File: src/rtl/mix_sched_pkg.sv
// Shared types and default parameters for the voice mix scheduler.
package mix_sched_pkg;

  typedef enum logic {
    COLLECT = 1'b0,
    WRITE   = 1'b1
  } state_t;

  localparam int DEF_NUM_VOICES     = 4;
  localparam int DEF_SAMPLE_W       = 32;
  localparam int DEF_GATHER_TIMEOUT = 64;

endpackage

File: src/rtl/mix_sat.sv
// Saturating reduction of the wide mix accumulator to a signed SAMPLE_W sample.
// Instantiated by mix_scheduler only when MIX_SATURATE_EN is defined.
module mix_sat
  import mix_sched_pkg::*;
#(
  parameter int ACC_W    = DEF_SAMPLE_W + 2,
  parameter int SAMPLE_W = DEF_SAMPLE_W
) (
  input  logic [ACC_W-1:0]    acc,
  output logic [SAMPLE_W-1:0] sample,
  output logic                clip
);

  localparam int HEAD_W = ACC_W - SAMPLE_W + 1;

  // The value fits when every bit above the sample's sign bit repeats that sign bit.
  logic [HEAD_W-1:0] head;
  logic              in_range;

  assign head     = acc[ACC_W-1:SAMPLE_W-1];
  assign in_range = (head == '0) || (head == '1);

  // NOTE: every output gets a value on every path, so no latch is inferred.
  always_comb begin
    clip   = !in_range;
    sample = acc[SAMPLE_W-1:0];
    if (!in_range) begin
      if (acc[ACC_W-1]) sample = {1'b1, {(SAMPLE_W-1){1'b0}}};
      else              sample = {1'b0, {(SAMPLE_W-1){1'b1}}};
    end
  end

endmodule

File: src/rtl/mix_scheduler.sv
// Round-robin gather of NUM_VOICES pad voices into one mixed frame sample for the codec.
// Optional build macro MIX_SATURATE_EN: clamp out-of-range sums and pulse clip (default: wrap).
module mix_scheduler
  import mix_sched_pkg::*;
#(
  parameter int NUM_VOICES     = DEF_NUM_VOICES,
  parameter int SAMPLE_W       = DEF_SAMPLE_W,
  parameter int GATHER_TIMEOUT = DEF_GATHER_TIMEOUT
) (
  input  logic                         CLOCK_50,
  input  logic                         resetn,
  input  logic [NUM_VOICES-1:0]        voice_active,
  input  logic [NUM_VOICES-1:0]        voice_valid,
  input  logic [NUM_VOICES*SAMPLE_W-1:0] voice_data,
  output logic [NUM_VOICES-1:0]        voice_ready,
  input  logic                         audio_out_allowed,
  output logic [SAMPLE_W-1:0]          left_channel_audio_out,
  output logic [SAMPLE_W-1:0]          right_channel_audio_out,
  output logic                         write_audio_out,
  output logic                         underrun,
  output logic                         clip
);

  localparam int IDX_W = $clog2(NUM_VOICES);
  localparam int ACC_W = SAMPLE_W + IDX_W;
  localparam int CNT_W = $clog2(GATHER_TIMEOUT + 1);
  localparam logic [IDX_W-1:0] LAST_IDX = IDX_W'(NUM_VOICES - 1);
  localparam logic [CNT_W-1:0] WAIT_MAX = CNT_W'(GATHER_TIMEOUT - 1);

  state_t              state;
  logic [IDX_W-1:0]    idx;
  logic [ACC_W-1:0]    acc;
  logic [CNT_W-1:0]    wait_cnt;
  logic [SAMPLE_W-1:0] mix_out;

  logic [SAMPLE_W-1:0] cur_sample;
  logic                collecting;
  logic                cur_active;
  logic                handshake;
  logic                timed_out;
  logic                voice_done;
  logic [ACC_W-1:0]    addend;
  logic [ACC_W-1:0]    next_acc;
  logic [SAMPLE_W-1:0] red_sample;
  logic                red_clip;

  // Ready is decoded combinationally so a voice dropping active is skipped in the same cycle.
  always_comb begin
    cur_sample  = voice_data[idx*SAMPLE_W +: SAMPLE_W];
    collecting  = resetn && (state == COLLECT);
    cur_active  = voice_active[idx];
    handshake   = collecting && cur_active && voice_valid[idx];
    timed_out   = collecting && cur_active && !voice_valid[idx] && (wait_cnt == WAIT_MAX);
    voice_done  = !cur_active || handshake || timed_out;
    addend      = handshake ? {{IDX_W{cur_sample[SAMPLE_W-1]}}, cur_sample} : '0;
    next_acc    = acc + addend;
    voice_ready = '0;
    if (collecting && cur_active) voice_ready[idx] = 1'b1;
  end

`ifdef MIX_SATURATE_EN
  mix_sat #(
    .ACC_W    (ACC_W),
    .SAMPLE_W (SAMPLE_W)
  ) u_sat (
    .acc    (next_acc),
    .sample (red_sample),
    .clip   (red_clip)
  );
`else
  assign red_sample = next_acc[SAMPLE_W-1:0];
  assign red_clip   = 1'b0;
`endif

  assign write_audio_out         = resetn && (state == WRITE) && audio_out_allowed;
  assign left_channel_audio_out  = mix_out;
  assign right_channel_audio_out = mix_out;

  // NOTE: state uses non-blocking assignments and clears asynchronously on resetn low.
  always_ff @(posedge CLOCK_50 or negedge resetn) begin
    if (!resetn) begin
      state    <= COLLECT;
      idx      <= '0;
      acc      <= '0;
      wait_cnt <= '0;
      mix_out  <= '0;
      underrun <= 1'b0;
      clip     <= 1'b0;
    end else begin
      underrun <= 1'b0;
      clip     <= 1'b0;
      case (state)
        COLLECT: begin
          underrun <= timed_out;
          if (voice_done) begin
            wait_cnt <= '0;
            if (idx == LAST_IDX) begin
              state   <= WRITE;
              idx     <= '0;
              acc     <= '0;
              mix_out <= red_sample;
              clip    <= red_clip;
            end else begin
              idx <= idx + 1'b1;
              acc <= next_acc;
            end
          end else begin
            wait_cnt <= wait_cnt + 1'b1;
          end
        end
        WRITE: begin
          if (audio_out_allowed) state <= COLLECT;
        end
        default: state <= COLLECT;
      endcase
    end
  end

endmodule

File: config.mk
export PLATFORM = sky130hd
export DESIGN_NAME = mix_scheduler
export DESIGN_NICKNAME = d
export VERILOG_FILES = /design/src/rtl/mix_sched_pkg.sv /design/src/rtl/mix_sat.sv /design/src/rtl/mix_scheduler.sv
export SDC_FILE = /design/constraint.sdc
export NUM_CORES = 1
export LEC_CHECK = 0
export ABC_AREA = 1
export CAP_MARGIN = 20
export CORE_MARGIN = 2
export CORE_UTILIZATION = 44
export CTS_BUF_LIST = sky130_fd_sc_hd__clkbuf_2 sky130_fd_sc_hd__clkbuf_4 sky130_fd_sc_hd__clkbuf_8
export DETAILED_ROUTE_END_ITERATION = 12
export GPL_ROUTABILITY_DRIVEN = 1
export PLACE_DENSITY = 0.79
export SLEW_MARGIN = 40
export SYNTH_ARGS = -nofsm -noshare
export SYNTH_HDL_FRONTEND = slang
export SYNTH_HIERARCHICAL = 1
export SYNTH_SLANG_ARGS = --single-unit
File: constraint.sdc
create_clock -name CLOCK_50 -period 2.9 [get_ports CLOCK_50]
set_input_delay 0.435 -clock CLOCK_50 [delete_from_list [all_inputs] [get_ports CLOCK_50]]
set_output_delay 0.435 -clock CLOCK_50 [all_outputs]
set_load 0.05 [all_outputs]
== Word level (Yosys, flattened, before mapping) ==
Index checks and enable logic that the tools add are counted.
Widths: inputs -> output; s select.

* Register bits after elaboration: 77
* Bits in latches: 0
* RAM bits: 0
* Memory bits (read-only): 0
* Input port bits: 139
* Output and inout port bits: 71
* Logic and storage cells: 45
* Memories kept: 0

* Add/subtract/negate cells: 3
* Multiply operators: 0
* Divide/modulo/power cells: 0
* $lt $le $gt $ge: 2
* Eq/ne operators: 2
* Shift-type cells: 1
* Mux-type cells: 16
* Bitwise gates (word level): 1
* Reductions and logical operators: 14

{| class="wikitable"
|+ Operator list
! kind !! number
|-
| $shiftx 128x8->32 || 1
|-
| $mux 34 || 2
|-
| $add 34x34->34 || 1
|-
| $logic_and 1x1->1 || 8
|-
| $add 7x1->7 const B || 1
|-
| $eq 7x6->1 const B || 1
|-
| $mux 1 || 7
|-
| $mux 7 || 1
|-
| $bmux 1 s2 || 2
|-
| $mux 4 || 1
|-
| $lt 2x3->1 const B || 1
|-
| $reduce_and 3->1 || 1
|-
| $add 2x1->2 const B || 1
|-
| $demux 1 s2 || 1
|-
| $eq 2x2->1 const B || 1
|-
| $ge 2x1->1 const B || 1
|-
| $logic_not 1->1 || 2
|-
| $logic_or 1x1->1 || 2
|-
| $mux 2 || 1
|-
| $pmux 1 s2 || 1
|-
| $reduce_and 2->1 || 1
|-
| $not 1->1 || 1
|}

== Depth between registers and ports, before layout ==
Gate-level depths: netlist of the first run.

* Word-level depth: 8
* Depth in mapped cells: 22
* Gate-level depth less buffers: 21

== Least setup slack after synthesis of the first run ==
OpenSTA, ideal clock, no wires.

* Path type: flip-flop to flip-flop
* Start: reg idx[0]
* End: reg acc[12]
* Library setup time: 0.128 ns
* Data arrival time: 2.777 ns
* Data required time: 2.772 ns
* Path slack: -0.006 ns
* Cell stages (with the launch flop): 18
* Path buffers: 1
* Clock period less this slack: 2.906 ns
* Cells stage by stage: dfrtp_1 -> inv_2 -> or2_0 -> nand2_1 -> nand2_2 -> nand2_1 -> clkbuf_1 -> a21oi_1 -> ha_1 -> fa_1 -> nand3_1 -> nand3_1 -> nand2_1 -> nand2_1 -> nand2_1 -> nand2_1 -> xnor2_1 -> o21ai_1

* Longest elaborated chain between the ends: 7
* Elaborated cells between the ends (all ways): 18
* Those cells by class: add/sub: 1; eq/ne: 1; shift: 1; mux: 6; reduce/logical: 9

{| class="wikitable"
|+ RTL lines
! item !! line !! text
|-
| from (decl) || mix_scheduler.sv:31 || <nowiki>logic [IDX_W-1:0] idx;</nowiki>
|-
| from (signal assigned) || mix_scheduler.sv:104 || <nowiki>idx <= idx + 1'b1;</nowiki>
|-
| parallel branches: the longest is 7 deep, another holds $add 34x34->34 || - ||
|-
| to (signal assigned) || mix_scheduler.sv:105 || <nowiki>acc <= next_acc;</nowiki>
|-
| to (decl) || mix_scheduler.sv:32 || <nowiki>logic [ACC_W-1:0] acc;</nowiki>
|}

Several ways; the timed one is not identified. The select of a mux whose other input is x is not followed.
A chain may end at the register's enable or synchronous reset.

== Worst setup path in the final report of the first run ==
* Start: reg idx[0]
* End: reg mix_out[18] (netlist: left_channel_audio_out[18])

* Longest elaborated chain between the ends: 7
* Elaborated cells between the ends (all ways): 17
* Those cells by class: add/sub: 1; eq/ne: 1; shift: 1; mux: 5; reduce/logical: 9

{| class="wikitable"
|+ RTL lines
! item !! line !! text
|-
| parallel branches: the longest is 7 deep, another holds $add 34x34->34 || - ||
|-
| to (signal assigned) || mix_scheduler.sv:101 || <nowiki>mix_out <= red_sample;</nowiki>
|-
| to (decl) || mix_scheduler.sv:34 || <nowiki>logic [SAMPLE_W-1:0] mix_out;</nowiki>
|}

Several ways; the timed one is not identified. The select of a mux whose other input is x is not followed.

==> results of run 1 <==
==> placed cells by master (no fill, tap or decap), drive strengths merged <==
master	Yosys	final
a21o	2	2
a21oi	54	54
and2	6	6
and3	1	1
buf	56	108
bufinv	0	1
clkbuf	13	12
clkdlybuf4s50	0	202
clkinv	0	3
clkinvlp	0	1
conb	1	1
dfrtp	75	75
fa	1	1
ha	36	36
inv	124	124
nand2	400	400
nand3	39	39
nand3b	4	4
nand4	8	8
nor2	177	177
nor3	9	9
o21ai	89	89
o21bai	2	2
or2	2	2
xnor2	11	11
xor2	7	7
==> routing by layer <==
layer | GRT usage, % | share of wire [%]
met1 | 35.4 | 43
met2 | 45.8 | 47
met3 | 3.96 | 7.7
met4 | 7.95 | 2.2
met5 | 0 | 0
==> power groups by stage <==
stage | clock network [W] | logic, W | registers (W)
floorplan | 0 | 0.00369 | 0.00237
global placement | 0 | 0.00642 | 0.00173
detailed placement | 0 | 0.00648 | 0.00174
CTS | 0.000844 | 0.00662 | 0.00173
global route | 0.000884 | 0.00767 | 0.00180
finish | 0.000832 | 0.00714 | 0.00175
==> logic make-up after synthesis <==
kind of cell	count (synthesis)	share of synthesized area, %
AOI/OAI and AO/OA	147	11.6
xor gates and xnor gates	18	2.33
adders and majority gates	37	6.96
buffers and inverters	193	13.3
DFF	75	27.7
other	1	0.0554
and+or+nand+nor	646	38.0
==> final timing paths <==
kind,start,end,depth (start not counted)
max,idx[0]$_DFFE_PN0P_,left_channel_audio_out[18]$_DFFE_PN0P_,22
min,resetn,acc[0]$_DFFE_PN0P_,2
max reg2reg,idx[0]$_DFFE_PN0P_,left_channel_audio_out[18]$_DFFE_PN0P_,22
min reg2reg,acc[23]$_DFFE_PN0P_,acc[23]$_DFFE_PN0P_,2
max in group asynchronous,resetn,left_channel_audio_out[26]$_DFFE_PN0P_,2
min in group CLOCK_50,acc[23]$_DFFE_PN0P_,acc[23]$_DFFE_PN0P_,2
==> cell type report <==
class | instances | share of cell area, %
Inverter | 124 | 4.53
Timing Repair Buffer | 311 | 28.6
Clock buffer | 11 | 1.40
Multi-Input combinational cell | 849 | 44.6
Sequential cell | 75 | 18.1
Tap cell | 188 | 2.26
Clock inverter | 5 | 0.506
==> through the flow <==
| stage | utilization (%) | setup WS [ns] |
|---|---|---|
| 2_1_floorplan | - | 0.0971 |
| 3_3_place_gp | 62.6 | -0.531 |
| 3_5_place_dp | 62.6 | -0.546 |
| 4_1_cts | 64.8 | 0.00107 |
| 5_1_grt | 68.9 | -0.179 |
| 6_report | 68.9 | 0.0413 |
==> worst max-delay path: stages (launching register included) <==
cell                       delay (ns)
sky130_fd_sc_hd__dfrtp_2         0.45
sky130_fd_sc_hd__buf_12          0.14
sky130_fd_sc_hd__nand2_1         0.05
sky130_fd_sc_hd__nand3_1         0.10
sky130_fd_sc_hd__nand2_2         0.09
sky130_fd_sc_hd__nor2_4          0.12
sky130_fd_sc_hd__nand2_4         0.09
sky130_fd_sc_hd__buf_12          0.15
sky130_fd_sc_hd__buf_6           0.13
sky130_fd_sc_hd__a21oi_2         0.10
sky130_fd_sc_hd__ha_2            0.33
sky130_fd_sc_hd__nand2_2         0.12
sky130_fd_sc_hd__nand2_1         0.06
sky130_fd_sc_hd__nand2_1         0.06
sky130_fd_sc_hd__nand2_1         0.05
sky130_fd_sc_hd__nand2_1         0.07
sky130_fd_sc_hd__nand3b_1        0.20
sky130_fd_sc_hd__nand2_1         0.15
sky130_fd_sc_hd__nand2_1         0.05
sky130_fd_sc_hd__nand2_1         0.05
sky130_fd_sc_hd__nand2_1         0.06
sky130_fd_sc_hd__nand2_1         0.06
sky130_fd_sc_hd__nand2_1         0.05
==> timing repair <==
item | in CTS | in global routing
cloned | 0 | 1
buffers inserted | 4 | 4
gates resized for setup | 22 | 134
endpoints found under the setup margin | 52 | 54
pin swaps | 2 | 19
==> state kept, by name, indices dropped and copies added, names as in the netlist <==
signal,count
underrun,1
idx,2
wait_cnt,7
state,1
left_channel_audio_out,32
acc,32
==> qor.csv, run 1 <==
stage,metric,value,unit
outcome,outcome,"finished, final reports clean",
sta,timing.final.max_slew_violations,0,
power_and_ir_drop,power_switching,0.00516,W
critical_path,worst_setup_path_end_kind,flop,
layout,multiInputGateArea,4640,um2
synthesis,yosysUniqueCellTypes,33,
layout,area.sequential,1880,um2
placed_design,area_of_placed_instances,9450,um2
layout,antenna_cells_inserted,0,
global_route,vias_in_the_first_global_route,7268,
detailed_routing,count_of_vias_placed_by_the_detailed_router,7861,
power_and_ir_drop,power-per-cell-area,935,nW/um2
global_route,grt.total_usage,26.8,%
layout,post_layout_nonfiller_instances,1563,
power_and_ir_drop,share_clk_of_total_power,8.6,%
synthesis,syn_area,6760,um2
detailed_routing,wire_per_inst,14.7,um
synthesis,synth_top_cell_by_area,sky130_fd_sc_hd__dfrtp_1,
synthesis,dominantRegCellSynth,sky130_fd_sc_hd__dfrtp_1,
sta,setup-violations-final,0,
synthesis,synth.net_count,1293,
sta,hold-worst-slack,0.181,ns
layout,fin_nets,1546,
detailed_routing,drt_iter0_drc,571,
synthesis,ys_warn_count,6,
clocking,cts.htree.levels,3,
power_and_ir_drop,switching_share,53.1,%
power_and_ir_drop,p_leak,5.23,nW
run,drv.max_cap_violation_count,0,
power_and_ir_drop,power.sequential.fraction,18.0,%
synthesis,syn_inst,1117,
floorplanning,floorplan.core_area,15100,um2
clocking,cts-hold-fix-buffers,0,
global_route,grt_first_pass_wirelength,34.9,mm
global_route,maximum_number_of_pins_on_one_net_before_global_route_repair,77,
critical_path,cp_data_required_time,3.16,ns
sta,setup-tns-final,0,ns
detailed_routing,drc,0,
layout,synthToLayoutAreaGrowth,53.6,%
detailed_routing,routed_via_density,5.03,
floorplanning,std_cell_rows,45,
synthesis,post-synth-top-area-fraction,27.7,%
synthesis,async_flop_share,100,%
layout,finish.instance_area,10400,um2
clocking,worstSkewPairLatency,0.38,ns
sta,timing_hold_violations_final,0,
critical_path,critical_path_startpoint_category,flop,
synthesis,postSynthAreaPerCell,6.06,um2
floorplanning,die-area,16400,um2
sta,final_min_period_over_clock_period,98.6,%
floorplanning,floorplan.io_pins,210,
detailed_routing,totalWireLength,23.0,mm
placed_design,post-place-cells,1538,
sta,rsz0062_at_grt,yes,
clocking,clock_path_buffers,2,
critical_path,critPathArrivalTime,3.12,ns
layout,final_layout_size_suffix_gt1_share,20.1,%
layout,filler_cell_count,1242,
synthesis,postSynthRegisterBits,75,
placed_design,dp_hpwl,17.3,mm
clocking,tritoncts,yes,
min_path,worst_hold_path_type,input pin to async pin,
sta,fin_skew,0.0133,ns
sta,max_slew_margin,54.0,%
clocking,cts_buffers,9,
synthesis,synth.area.top_cells,"sky130_fd_sc_hd__dfrtp_1, sky130_fd_sc_hd__nand2_1, sky130_fd_sc_hd__nor2_1",
synthesis,synth.top_cells.by_count,"sky130_fd_sc_hd__nand2_1, sky130_fd_sc_hd__nor2_1, sky130_fd_sc_hd__inv_1, sky130_fd_sc_hd__dfrtp_1, sky130_fd_sc_hd__o21ai_0",
global_route,grt_antenna_before_repair,0,
placed_design,gp_routability_congestion,0.958,
synthesis,synth.yosys.seq_area_share,27.7,%
power_and_ir_drop,report.power.total,0.00972,W
critical_path,critical_path_class,flop to flop,
floorplanning,die_w,128,um
clocking,clkSlewWorstSetupHoldPaths,0.08,ns
floorplanning,die_h,128,um
clocking,clockRootBuffer,sky130_fd_sc_hd__clkbuf_8,
detailed_routing,detailedRoute.firstPassIterationCount,7,
synthesis,synth_most_common_cell,sky130_fd_sc_hd__nand2_1,
sta,fmax,350,MHz
global_route,grt_overflow_total,0,
synthesis,synth_edf_count,0,
placed_design,place.port_buffers,208,
critical_path,r2r_slack,0.04,ns
sta,post_layout_min_period,2.86,ns
clocking,cts_sinks,75,
sta,worst_slew_pin_slew,0.689,ns
power_and_ir_drop,power.combinational.fraction,73.4,%
power_and_ir_drop,power_report.internal_total,0.00456,W
critical_path,worstPathMaxFanout,9,
detailed_routing,ant_nets,0,
power_and_ir_drop,irDropWorstVdd,0.589,mV
floorplanning,initial_standard_cell_utilization_of_the_core,44.8,%
No activity file was read; power rests on OpenSTA's default activity.
==> inputs of run 2 (changes only) <==
--- a/config.mk
+++ b/config.mk
@@ -8,9 +8,10 @@
 export ABC_AREA = 1
 export CAP_MARGIN = 20
 export CORE_MARGIN = 2
-export CORE_UTILIZATION = 44
+export CORE_UTILIZATION = 60
 export CTS_BUF_LIST = sky130_fd_sc_hd__clkbuf_2 sky130_fd_sc_hd__clkbuf_4 sky130_fd_sc_hd__clkbuf_8
 export DETAILED_ROUTE_END_ITERATION = 12
+export DONT_BUFFER_PORTS = 1
 export GPL_ROUTABILITY_DRIVEN = 1
 export PLACE_DENSITY = 0.79
 export SLEW_MARGIN = 40
==> qor.csv, run 2 (same netlist as run 1, synthesis figures left out) <==
stage,metric,value,unit
layout,synthToLayoutAreaGrowth,21.7,%
power_and_ir_drop,report.power.total,0.00871,W
floorplanning,die-area,12100,um2
clocking,clockRootBuffer,sky130_fd_sc_hd__clkbuf_8,
detailed_routing,totalWireLength,21.5,mm
global_route,grt_antenna_before_repair,3,
floorplanning,floorplan.io_pins,210,
clocking,cts_buffers,9,
sta,finalWorstSetupSlack,0.00179,ns
power_and_ir_drop,power_switching,0.00509,W
clocking,cts_sinks,75,
sta,worst_slew_pin_slew,0.588,ns
floorplanning,die_w,110,um
sta,setup-violations-final,0,
global_route,maximum_number_of_pins_on_one_net_before_global_route_repair,76,
placed_design,gp_routability_congestion,0.969,
sta,final_min_period_over_clock_period,99.9,%
critical_path,critPathArrivalTime,3.16,ns
placed_design,dp_hpwl,15.4,mm
floorplanning,std_cell_rows,38,
detailed_routing,count_of_vias_placed_by_the_detailed_router,7258,
global_route,grt_first_pass_wirelength,29.9,mm
clocking,tritoncts,yes,
power_and_ir_drop,power_report.internal_total,0.00362,W
detailed_routing,detailedRoute.firstPassIterationCount,6,
detailed_routing,routed_via_density,5.62,
power_and_ir_drop,irDropWorstVdd,0.788,mV
critical_path,critical_path_class,flop to flop,
sta,hold-worst-slack,0.122,ns
placed_design,place.port_buffers,0,
critical_path,worst_setup_path_end_kind,flop,
sta,fin_skew,0.0164,ns
floorplanning,initial_standard_cell_utilization_of_the_core,61.9,%
clocking,clkSlewWorstSetupHoldPaths,0.10,ns
clocking,clock_path_buffers,2,
critical_path,worstPathCellList,buf_12 > nand2_1 > nand3_1 > nand2_2 > nor2_4 > nand2_4 > clkbuf_16 > a21oi_4 > ha_4 > nand2_1 > inv_1 > nand2_1 > nand2_1 > nand3b_1 > buf_6 > xnor2_4 > o21ai_1,
power_and_ir_drop,power.sequential.fraction,37.6,%
outcome,outcome,"finished, final reports clean",
critical_path,r2r-start,idx[0]$_DFFE_PN0P_,
placed_design,dp_worst_setup_slack,-0.112,ns
critical_path,critical_path_startpoint_category,flop,
sta,timing_hold_violations_final,0,
detailed_routing,drt_iter0_drc,712,
min_path,worst_hold_path_type,input pin to flop,
sta,setup-tns-final,0,ns
clocking,worstSkewPairLatency,0.39,ns
layout,final_cell_mix,"sky130_fd_sc_hd__nand2_1, sky130_fd_sc_hd__nor2_1, sky130_fd_sc_hd__inv_1, sky130_fd_sc_hd__buf_4, sky130_fd_sc_hd__o21ai_0",
sta,rsz0062_at_grt,yes,
global_route,grt_overflow_total,0,
critical_path,setup.worst_path.start,idx[0]$_DFFE_PN0P_,
critical_path,r2r_slack,0.002,ns
power_and_ir_drop,power-per-cell-area,1060,nW/um2
sta,max_slew_margin,60.8,%
power_and_ir_drop,power.combinational.fraction,52.6,%
power_and_ir_drop,share_clk_of_total_power,9.8,%
critical_path,cp_data_required_time,3.16,ns
detailed_routing,ant_nets,0,
floorplanning,die_h,110,um
global_route,vias_in_the_first_global_route,6183,
floorplanning,floorplan.core_area,10900,um2
layout,layout_commonest_cell,sky130_fd_sc_hd__nand2_1,
detailed_routing,wire_per_inst,16.7,um
critical_path,timing.critical_path.mode_cell,sky130_fd_sc_hd__nand2_1,
critical_path,critical_path.max_stage_delay,0.47,ns
min_path,timing.hold.worst.start,audio_out_allowed,
detailed_routing,drc,0,
sta,timing.final.max_slew_violations,0,
critical_path,crit_path_top_delay_cell,sky130_fd_sc_hd__dfrtp_2,
layout,fin_nets,1319,
layout,final_layout_size_suffix_gt1_share,25.0,%
power_and_ir_drop,switching_share,58.4,%
global_route,grt.total_usage,32.6,%
critical_path,worstPathMaxFanout,10,
clocking,cts.htree.levels,3,
run,drv.max_cap_violation_count,0,
power_and_ir_drop,p_leak,4.29,nW
sta,fmax,345,MHz
sta,post_layout_min_period,2.90,ns
==> run 2: cell types whose count changed in the layout (fill, tap and decap cells not counted), sizes merged <==
| cell | before | now |
|---|---|---|
| clkdlybuf4s50 | 202 | 0 |
| diode | 0 | 3 |
| clkinvlp | 1 | 3 |
| inv | 124 | 126 |
| clkbuf | 12 | 10 |
| buf | 108 | 81 |
| dlygate4sd3 | 0 | 1 |
| clkinv | 3 | 2 |
==> run 2: power by group through the flow <==
stage	sequential [W]	combinational (W)	clock, W
after floorplan	0.00237	0.00369	0
after global placement	0.00319	0.00373	0
after detailed placement	0.00322	0.00381	0
after CTS	0.00320	0.00388	0.000860
after global routing	0.00333	0.00506	0.000899
final	0.00327	0.00458	0.000853
==> run 2: worst max-delay path: cells and delay by family (launching register included) <==
kind / cells / cell delay [ns]
AND/OR/NAND/NOR: 9 / 1.06
buffers and inverters: 4 / 0.62
flip-flops: 1 / 0.47
AO/OA/AOI/OAI: 2 / 0.25
adder cells (fa/ha/maj): 1 / 0.24
XOR/XNOR: 1 / 0.14
==> run 2: cell type report <==
| type | instances | area, um2 |
|---|---|---|
| well taps | 140 | 175 |
| inverters | 124 | 470 |
| clock buffers | 9 | 124 |
| clock inverters | 7 | 76.3 |
| repair buffers | 83 | 729 |
| multi-input cells | 849 | 4720 |
| repair inverters | 1 | 7.51 |
| fillers | 859 | 2700 |
| diodes | 3 | 7.51 |
| flip-flops and latches | 75 | 1920 |
==> run 2: metrics by stage <==
step                instances  util [%]  cell area, um2
floorplan                1117         -            6770
global placement         1265      65.3            7140
detailed placement       1265      65.5            7160
CTS                      1283      68.1            7440
global route             1290      75.3            8230
finish                   1291      75.3            8230
==> run 2: path summary, 6_finish.rpt <==
check	endpoint	cells after the start
setup / recovery	acc[10]$_DFFE_PN0P_	17
hold / removal	state$_DFF_PN0_	1
setup reg to reg	acc[10]$_DFFE_PN0P_	17
hold reg to reg	acc[29]$_DFFE_PN0P_	2
max in group asynchronous	left_channel_audio_out[29]$_DFFE_PN0P_	2
min in group asynchronous	acc[17]$_DFFE_PN0P_	2
==> run 2: timing repair <==
item,CTS,global route
resized for setup,9,155
hold buffers,2,0
endpoints found under the setup margin,22,54
cloned,0,2
hold endpoints to repair,75,0
setup buffers,0,3
pin swaps,0,22
==> run 2: per-layer routing <==
layer / vias up / global-route usage, % / wire length [um]
met1: 3345 / 41.9 / 8800
met3: 59 / 6.70 / 1850
met2: 351 / 53.2 / 10200
met4: 0 / 14.4 / 727
met5: - / 0 / 0
li1: 3503 / - / -
==> inputs of run 3 (changes only) <==
--- a/config.mk
+++ b/config.mk
@@ -14,6 +14,7 @@
 export DONT_BUFFER_PORTS = 1
 export GPL_ROUTABILITY_DRIVEN = 1
 export PLACE_DENSITY = 0.79
+export SKIP_LAST_GASP = 1
 export SLEW_MARGIN = 40
 export SYNTH_ARGS = -nofsm -noshare
 export SYNTH_HDL_FRONTEND = slang
==> qor.csv, run 3 (same netlist as run 1, synthesis figures left out) <==
stage,metric,value,unit
outcome,outcome,"complete, but fails checks",
outcome,failing_checks,negative setup slack,
detailed_routing,wire_per_inst,16.6,um
floorplanning,initial_standard_cell_utilization_of_the_core,61.9,%
sta,fmax,340,MHz
layout,final_layout_size_suffix_gt1_share,25.0,%
layout,fin_nets,1319,
critical_path,worstPathMaxFanout,10,
clocking,clock_path_buffers,2,
min_path,hold-path-cell-count,1,
sta,final_min_period_over_clock_period,101,%
placed_design,dp_hpwl,15.4,mm
critical_path,worst_setup_path_end_kind,flop,
sta,timing.final.max_slew_violations,0,
sta,fin_skew,0.0148,ns
placed_design,area_of_placed_instances,7160,um2
layout,layout_commonest_cell,sky130_fd_sc_hd__nand2_1,
critical_path,cp_data_required_time,3.18,ns
placed_design,dp_worst_setup_slack,-0.112,ns
clocking,cts.htree.levels,3,
clocking,worstSkewPairLatency,0.39,ns
floorplanning,std_cell_rows,38,
global_route,grt_antenna_before_repair,3,
detailed_routing,drt_iter0_drc,631,
power_and_ir_drop,power-per-cell-area,1060,nW/um2
detailed_routing,detailedRoute.firstPassIterationCount,8,
detailed_routing,ant_nets,0,
sta,setup-tns-final,-0.126,ns
min_path,timing.hold.worst.start,audio_out_allowed,
critical_path,critPathArrivalTime,3.22,ns
power_and_ir_drop,p_leak,4.29,nW
critical_path,critical_path_class,flop to flop,
clocking,cts_buffers,9,
global_route,grt_first_pass_wirelength,29.9,mm
global_route,grt_overflow_total,0,
sta,setup-violations-final,4,
power_and_ir_drop,report.power.total,0.00869,W
clocking,clkSlewWorstSetupHoldPaths,0.09,ns
critical_path,critical_path_startpoint_category,flop,
floorplanning,die-area,12100,um2
sta,post_layout_min_period,2.94,ns
floorplanning,floorplan.core_area,10900,um2
sta,rsz0062_at_grt,yes,
run,drv.max_cap_violation_count,0,
placed_design,gp_routability_congestion,0.969,
min_path,worst_hold_path_type,input pin to flop,
global_route,grt.total_usage,32.6,%
sta,max_slew_margin,61.4,%
detailed_routing,routed_via_density,5.58,
layout,final_cell_mix,"sky130_fd_sc_hd__nand2_1, sky130_fd_sc_hd__nor2_1, sky130_fd_sc_hd__inv_1, sky130_fd_sc_hd__buf_4, sky130_fd_sc_hd__o21ai_0",
sta,hold-worst-slack,0.123,ns
sta,finalWorstSetupSlack,-0.0400,ns
sta,timing_hold_violations_final,0,
global_route,maximum_number_of_pins_on_one_net_before_global_route_repair,76,
layout,finish.instance_area,8220,um2
sta,worst_slew_pin_slew,0.579,ns
layout,synthToLayoutAreaGrowth,21.5,%
detailed_routing,count_of_vias_placed_by_the_detailed_router,7206,
floorplanning,die_h,110,um
critical_path,r2r-start,idx[0]$_DFFE_PN0P_,
detailed_routing,totalWireLength,21.4,mm
clocking,cts_sinks,75,
clocking,clockRootBuffer,sky130_fd_sc_hd__clkbuf_8,
floorplanning,die_w,110,um
clocking,tritoncts,yes,
critical_path,ff2ff_path_depth,18,
critical_path,setup.worst_path.start,idx[0]$_DFFE_PN0P_,
global_route,vias_in_the_first_global_route,6183,
placed_design,place.port_buffers,0,
floorplanning,floorplan.io_pins,210,
detailed_routing,drc,0,
power_and_ir_drop,irDropWorstVdd,0.789,mV
[run 3: timing repair]
item | in CTS | in global routing
cloned | 0 | 2
hold buffers | 2 | 0
hold endpoints to repair | 75 | 0
pin swaps | 0 | 22
gates resized for setup | 9 | 153
setup endpoints to repair | 22 | 54
setup buffers | 0 | 3
[run 3: report_power, final]
group,total (W),switching [W],internal (W)
sequential,0.00327,0.00184,0.00143
clock,0.000855,0.000452,0.000403
combinational,0.00457,0.00278,0.00179
total,0.00869,0.00507,0.00362
[run 3: metrics by stage]
| step | utilization (%) | instances |
|---|---|---|
| global route | 75.1 | 1290 |
| finish | 75.2 | 1291 |
| global placement | 65.3 | 1265 |
| floorplan | - | 1117 |
| detailed placement | 65.5 | 1265 |
| CTS | 68.1 | 1283 |
[run 3: path summary, 6_finish.rpt]
path,to,slack (ns)
max,left_channel_audio_out[26]$_DFFE_PN0P_,-0.04
min,state$_DFF_PN0_,0.12
max reg2reg,left_channel_audio_out[26]$_DFFE_PN0P_,-0.04
min reg2reg,acc[29]$_DFFE_PN0P_,0.49
max in group asynchronous,left_channel_audio_out[29]$_DFFE_PN0P_,1.90
min in group asynchronous,acc[16]$_DFFE_PN0P_,0.65
[run 3: area by class of cell]
cell class	instances	area [um2]
Multi-Input combinational cell	849	4710
Fill cell	860	2720
Sequential cell	75	1920
Timing Repair Buffer	83	729
Inverter	124	470
Tap cell	140	175
Clock buffer	9	124
Clock inverter	7	76.3
Timing Repair inverter	1	7.51
Antenna cell	3	7.51
[run 3: metal layers]
layer	up-vias	wire [um]	share of wire, %	GRT usage, %
met4	0	702	3.3	14.4
met1	3316	8750	41	41.9
li1	3497	-	-	-
met5	-	0	0	0
met3	55	1820	8.5	6.70
met2	338	10100	47	53.2
[run 3: critical path, cell delays in order (launching register included)]
cell and delay [ns]:
sky130_fd_sc_hd__dfrtp_2 0.47, sky130_fd_sc_hd__buf_12 0.15, sky130_fd_sc_hd__nand2_1 0.07, sky130_fd_sc_hd__nand3_1 0.11
sky130_fd_sc_hd__nand2_2 0.09, sky130_fd_sc_hd__nor2_4 0.14, sky130_fd_sc_hd__nand2_4 0.09, sky130_fd_sc_hd__clkbuf_16 0.19
sky130_fd_sc_hd__a21oi_2 0.21, sky130_fd_sc_hd__ha_4 0.25, sky130_fd_sc_hd__nand2_1 0.11, sky130_fd_sc_hd__inv_1 0.07
sky130_fd_sc_hd__nand2_1 0.07, sky130_fd_sc_hd__nand2_1 0.07, sky130_fd_sc_hd__nand3b_1 0.30, sky130_fd_sc_hd__nand2_2 0.17
sky130_fd_sc_hd__nand4_1 0.12, sky130_fd_sc_hd__nand3_1 0.12, sky130_fd_sc_hd__nand2_1 0.05
